--- src/rtl/mult_div_seq.sv ---
// rtl/mult_div_seq.sv - bit-serial multiply / restoring divide sequencer driving HI/LO
// Optional feature macro: MULT_DIV_SEQ_DIV0_EXC_EN (divide-by-zero short-circuit + div_zero flag)
module mult_div_seq #(
   parameter int WIDTH = 32
) (
   input  logic             clock,
   input  logic             reset,
   input  logic             start,
   input  logic [1:0]       op,
   input  logic [WIDTH-1:0] a,
   input  logic [WIDTH-1:0] b,
   output logic             busy,
   output logic             done,
   output logic [WIDTH-1:0] hi,
   output logic [WIDTH-1:0] lo,
   output logic             div_zero
);

   localparam int CW = $clog2(WIDTH);

   localparam logic [2:0] S_IDLE = 3'd0;
   localparam logic [2:0] S_PREP = 3'd1;
   localparam logic [2:0] S_RUN  = 3'd2;
   localparam logic [2:0] S_FIX  = 3'd3;
   localparam logic [2:0] S_DONE = 3'd4;

   logic [2:0]         state_q, state_d;
   logic [1:0]         op_q, op_d;
   logic [WIDTH-1:0]   a_q, a_d;
   logic [WIDTH-1:0]   b_q, b_d;
   // multiplicand for multiply, divisor for divide
   logic [WIDTH-1:0]   opnd_q, opnd_d;
   // multiply: {upper partial product, remaining multiplier}; divide: {remainder, quotient}
   logic [2*WIDTH-1:0] acc_q, acc_d;
   logic [CW-1:0]      cnt_q, cnt_d;
   logic               neg_res_q, neg_res_d;
   logic               neg_rem_q, neg_rem_d;
   logic [WIDTH-1:0]   hi_q, hi_d;
   logic [WIDTH-1:0]   lo_q, lo_d;
   logic               done_q, done_d;
`ifdef MULT_DIV_SEQ_DIV0_EXC_EN
   logic               dz_flag_q, dz_flag_d;
   logic               dz_q, dz_d;
`endif

   logic               is_div;
   logic               is_signed;
   logic [WIDTH-1:0]   a_abs;
   logic [WIDTH-1:0]   b_abs;
   logic [WIDTH:0]     mul_sum;
   logic [WIDTH:0]     div_shift;
   logic [WIDTH:0]     div_trial;
   logic [2*WIDTH-1:0] mul_step;
   logic [2*WIDTH-1:0] div_step;
   logic [2*WIDTH-1:0] prod_neg;
   logic [WIDTH-1:0]   quo_neg;
   logic [WIDTH-1:0]   rem_neg;

   assign is_div    = op_q[1];
   assign is_signed = ~op_q[0];

   // Datapath helpers: operand magnitudes and one iteration of each algorithm
   always_comb begin
      a_abs     = (is_signed && a_q[WIDTH-1]) ? -a_q : a_q;
      b_abs     = (is_signed && b_q[WIDTH-1]) ? -b_q : b_q;

      // shift-add: conditionally add multiplicand to upper half, keep carry, shift right
      mul_sum   = {1'b0, acc_q[2*WIDTH-1:WIDTH]} + (acc_q[0] ? {1'b0, opnd_q} : {(WIDTH+1){1'b0}});
      mul_step  = {mul_sum, acc_q[WIDTH-1:1]};

      // restoring: shifted remainder is WIDTH+1 bits, bit WIDTH of the trial is the borrow
      div_shift = {acc_q[2*WIDTH-1:WIDTH], acc_q[WIDTH-1]};
      div_trial = div_shift - {1'b0, opnd_q};
      if (!div_trial[WIDTH]) begin
         div_step = {div_trial[WIDTH-1:0], acc_q[WIDTH-2:0], 1'b1};
      end else begin
         div_step = {div_shift[WIDTH-1:0], acc_q[WIDTH-2:0], 1'b0};
      end

      prod_neg  = -acc_q;
      quo_neg   = -acc_q[WIDTH-1:0];
      rem_neg   = -acc_q[2*WIDTH-1:WIDTH];
   end

   // Next-state logic for the IDLE/PREP/RUN/FIX/DONE sequence
   always_comb begin
      state_d   = state_q;
      op_d      = op_q;
      a_d       = a_q;
      b_d       = b_q;
      opnd_d    = opnd_q;
      acc_d     = acc_q;
      cnt_d     = cnt_q;
      neg_res_d = neg_res_q;
      neg_rem_d = neg_rem_q;
      hi_d      = hi_q;
      lo_d      = lo_q;
      done_d    = (state_q == S_DONE);
`ifdef MULT_DIV_SEQ_DIV0_EXC_EN
      dz_flag_d = dz_flag_q;
      dz_d      = (state_q == S_DONE) && dz_flag_q;
`endif

      case (state_q)
         S_IDLE, S_DONE: begin
            state_d = S_IDLE;
            if (start) begin
               op_d      = op;
               a_d       = a;
               b_d       = b;
               state_d   = S_PREP;
`ifdef MULT_DIV_SEQ_DIV0_EXC_EN
               dz_flag_d = 1'b0;
`endif
            end
         end

         S_PREP: begin
            neg_res_d = is_signed && (a_q[WIDTH-1] ^ b_q[WIDTH-1]);
            neg_rem_d = is_signed && a_q[WIDTH-1];
            if (is_div) begin
               acc_d  = {{WIDTH{1'b0}}, a_abs};
               opnd_d = b_abs;
            end else begin
               acc_d  = {{WIDTH{1'b0}}, b_abs};
               opnd_d = a_abs;
            end
            cnt_d   = '0;
            state_d = S_RUN;
`ifdef MULT_DIV_SEQ_DIV0_EXC_EN
            // divide by zero skips the iterations; hi/lo stay as they were
            if (is_div && (b_q == '0)) begin
               dz_flag_d = 1'b1;
               state_d   = S_DONE;
            end
`endif
         end

         S_RUN: begin
            acc_d = is_div ? div_step : mul_step;
            cnt_d = cnt_q + CW'(1);
            if (cnt_q == CW'(WIDTH - 1)) begin
               state_d = S_FIX;
            end
         end

         S_FIX: begin
            if (is_div) begin
               // truncating division: remainder follows the dividend sign
               lo_d = neg_res_q ? quo_neg : acc_q[WIDTH-1:0];
               hi_d = neg_rem_q ? rem_neg : acc_q[2*WIDTH-1:WIDTH];
            end else begin
               lo_d = neg_res_q ? prod_neg[WIDTH-1:0]       : acc_q[WIDTH-1:0];
               hi_d = neg_res_q ? prod_neg[2*WIDTH-1:WIDTH] : acc_q[2*WIDTH-1:WIDTH];
            end
            state_d = S_DONE;
         end

         default: begin
            state_d = S_IDLE;
         end
      endcase
   end

   // State registers with synchronous active-high reset
   always_ff @(posedge clock) begin
      if (reset) begin
         state_q   <= S_IDLE;
         op_q      <= '0;
         a_q       <= '0;
         b_q       <= '0;
         opnd_q    <= '0;
         acc_q     <= '0;
         cnt_q     <= '0;
         neg_res_q <= 1'b0;
         neg_rem_q <= 1'b0;
         hi_q      <= '0;
         lo_q      <= '0;
         done_q    <= 1'b0;
`ifdef MULT_DIV_SEQ_DIV0_EXC_EN
         dz_flag_q <= 1'b0;
         dz_q      <= 1'b0;
`endif
      end else begin
         state_q   <= state_d;
         op_q      <= op_d;
         a_q       <= a_d;
         b_q       <= b_d;
         opnd_q    <= opnd_d;
         acc_q     <= acc_d;
         cnt_q     <= cnt_d;
         neg_res_q <= neg_res_d;
         neg_rem_q <= neg_rem_d;
         hi_q      <= hi_d;
         lo_q      <= lo_d;
         done_q    <= done_d;
`ifdef MULT_DIV_SEQ_DIV0_EXC_EN
         dz_flag_q <= dz_flag_d;
         dz_q      <= dz_d;
`endif
      end
   end

   assign busy = (state_q == S_PREP) || (state_q == S_RUN) || (state_q == S_FIX);
   assign done = done_q;
   assign hi   = hi_q;
   assign lo   = lo_q;
`ifdef MULT_DIV_SEQ_DIV0_EXC_EN
   assign div_zero = dz_q;
`else
   assign div_zero = 1'b0;
`endif

endmodule

--- config.mk ---
export PLATFORM = sky130hd
export DESIGN_NAME = mult_div_seq
export DESIGN_NICKNAME = d
export VERILOG_FILES = /design/src/rtl/mult_div_seq.sv
export SDC_FILE = /design/constraint.sdc
export NUM_CORES = 1
export LEC_CHECK = 0
export BUFFER_PORTS_ARGS = -buffer_cell sky130_fd_sc_hd__buf_4
export CORE_MARGIN = 4
export CORE_UTILIZATION = 60
export DETAILED_ROUTE_END_ITERATION = 8
export GPL_ROUTABILITY_DRIVEN = 0
export PLACE_DENSITY = 0.8
export SYNTH_ARGS = -nofsm -noshare
export SYNTH_HDL_FRONTEND = slang
export SYNTH_SLANG_ARGS = --single-unit
--- constraint.sdc ---
create_clock -name clock -period 4 [get_ports clock]
set_input_delay 0.4 -clock clock [delete_from_list [all_inputs] [get_ports clock]]
set_output_delay 0.4 -clock clock [all_outputs]
set_load 0.02 [all_outputs]
==> metrics.txt <==
Power Density 368 nW/µm²; share of the synthesized area in the top cell type 29.5%; GRT Total Usage 30.5%; Leak 7.49 nW; initial antenna violation count 0; nets@finish 2354; total of max-cap violations 0; Die Height 172 µm; Post-Syn Instances 2152; Max Transition Viols Final 0; Worst Setup Start Kind register; IR drop worst, VDD 333 µV; H-Tree Depth 1; f_max 0.271 GHz; kind of critical path register to register; EDFF count, synth 0; Fin. Hold Viols 0; Area growth, synth to finish 12.6%; slowest CP cell fa_1; vias in the first global route 14488; Via density 6.23; setup_tns 0 ps; Initial Util 61.5%; core area 26200 µm²; Boundary Pins 136; Worst Clk Skew 23.5 ps; syn nets 2293; TritonCTS clock tree yes; Final setup viols 0; clk_lat worst skew 560 ps; first-pass GRT wire length 74200 µm; largest net degree at the start of global routing 82; Row Count 59; async set-reset flop share out of synthesis 0%; multi-input logic area 10600 µm²; sequential fraction of the synthesis area 29.5%; FF+latch area 4750 µm²; commonest cells after routing, fill and taps aside nand2_1 (315), a21oi_1 (264), nor2_1 (250); clk slew on worst S/H paths 70 ps; Hold WC Path Type primary input to register; clk buf depth 3; yosys warns 0; slew margin rel. 24.5%; cts bufs inserted 25; Port Buffers 134; outcome completed; antenna diode count 0; crit end category register; Tcrit/Tclk final 92.1%; Tmin final 3680 ps; routed wire length 47600 µm; RSZ-0062 raised after global routing false; antenna viol nets, final 0; DRT iter0 DRCs 1615; Yosys cell types 81; Synth Area per Inst 7.48 µm²; die width 172 µm; DR vias 15993; layout cell share with drive strength beyond 1 12.0%; die area 29500 µm²; worst path cell trace inv_1, ha_1, fa_1, nand2b_1, a21o_1, a21oi_1, a311oi_2, o41ai_4, a41oi_1, nand2_1, buf_12, mux2_2, nand2_1, o311ai_0; worst path required time 4410 ps; Layout Utilization 69.2%; slowest stage delay, CP 400 ps; crit-path max FO 41; most frequent CP cell nand2_1; remaining routing DRC violations 0; CP Data Arrival Time 4090 ps; most common cell after layout, fill and taps aside nand2_1; top cells by area, synth dfxtp_1 (29%), a21oi_1 (8.2%), nand2_1 (7.4%), nor2_1 (5.8%), ha_1 (5.4%); Yosys reg bits 237; clock sink total 237; largest area contributor in the netlist dfxtp_1; FILL cells 2164; worst-margin pin slew 1130 ps; Root Buffer clkbuf_16; Synth Cell Area 16100 µm²; gr ovfl total 0; DRT Pass-1 Iters 5; Main synth FF type dfxtp_1; Post-DP HPWL 35500 µm; drt wl/cell 18.5 µm
[area by class of cell]
class	count	area share, %
multi-input cells	1707	58.4
flip-flops and latches	237	26.2
repair buffers	177	7.42
clock buffers	32	3.65
well taps	335	2.31
inverters	65	1.37
clock inverters	13	0.662
[worst paths after layout]
| kind | start | end | slack (ps) | depth (start not counted) |
|---|---|---|---|---|
| hold reg to reg | hi[22]$_SDFFE_PP0P_ | hi[22]$_SDFFE_PP0P_ | 450 | 2 |
| setup / recovery | acc_q[31]$_SDFFE_PP0P_ | acc_q[49]$_SDFFE_PP0P_ | 320 | 14 |
| setup reg to reg | acc_q[31]$_SDFFE_PP0P_ | acc_q[49]$_SDFFE_PP0P_ | 320 | 14 |
| hold / removal | op[0] | op_q[0]$_SDFFE_PP0P_ | 90 | 3 |
[registers in the layout, summed over array words and instances, names as in the netlist, 2 cells and up]
| signal | count |
|---|---|
| acc_q | 64 |
| a_q | 32 |
| b_q | 32 |
| hi | 32 |
| lo | 32 |
| opnd_q | 32 |
| cnt_q | 5 |
| state_q | 3 |
| op_q | 2 |
[critical path: cells and delay by family, from the launching register on]
family                   cells  cell delay, ps
AO/OA/AOI/OAI                6            1330
adder cells (fa/ha/maj)      2             630
AND/OR/NAND/NOR              3             440
flip-flops                   1             390
buffers and inverters        2             370
multiplexers                 1             360
[repair_timing]
| item | CTS | global route |
|---|---|---|
| setup buffers | 0 | 5 |
| hold buffers | 0 | 0 |
| resized for setup | 0 | 5 |
| setup endpoints to repair | 0 | 3 |
[kinds of logic (layout without fill, tap and decap cells)]
logic type,Yosys count,after routing,share of synthesized area (%)
other,1,1,0.0233
AOI/OAI and AO/OA,642,642,25.5
buffers and inverters,208,287,5.06
and+or+nand+nor,759,759,21.1
xor gates and xnor gates,171,171,9.30
adders and majority gates,72,72,5.69
DFF,237,237,29.5
muxes,62,62,3.95
[synthesized netlist by cell type (all sizes together), types with 7 or more instances]
| cell | count |
|---|---|
| a211oi | 77 |
| a21o | 36 |
| a21oi | 272 |
| a221oi | 11 |
| a22o | 13 |
| a22oi | 12 |
| a31oi | 13 |
| and2 | 10 |
| and3 | 13 |
| buf | 32 |
| clkbuf | 111 |
| dfxtp | 237 |
| ha | 70 |
| inv | 65 |
| mux2i | 58 |
| nand2 | 317 |
| nand2b | 19 |
| nand3 | 19 |
| nand4 | 9 |
| nor2 | 253 |
| nor2b | 17 |
| nor3 | 34 |
| nor4 | 17 |
| o211ai | 34 |
| o21a | 13 |
| o21ai | 77 |
| o22ai | 7 |
| o31ai | 23 |
| o41ai | 14 |
| or3 | 13 |
| or4 | 12 |
| xnor2 | 81 |
| xor2 | 90 |
[power breakdown]
part / switching (mW) / total (mW) / internal [mW]
registers: 0.134 / 2.59 / 2.46
clock network: 1.02 / 2.27 / 1.25
logic: 1.12 / 1.81 / 0.692
[per-layer routing]
metal	share of wire (%)	up-vias	GRT usage (%)
li1	-	7742	-
met1	43	7382	41.8
met2	44	737	47.6
met3	9.4	132	5.70
met4	4.1	0	12.4
met5	0	-	0
[per-stage QoR]
step	worst slack (ps)	hold WS [ps]	power, mW	area, µm²	cells
after floorplan	680	432	3.91	16100	2152
after global placement	443	439	4.35	17300	2516
after detailed placement	276	445	4.38	17300	2516
after CTS	251	80.8	6.63	18100	2561
after global routing	56.6	84.7	6.94	18100	2566
final	316	94.4	6.67	18100	2566
Power figures use the tool's default switching activity.
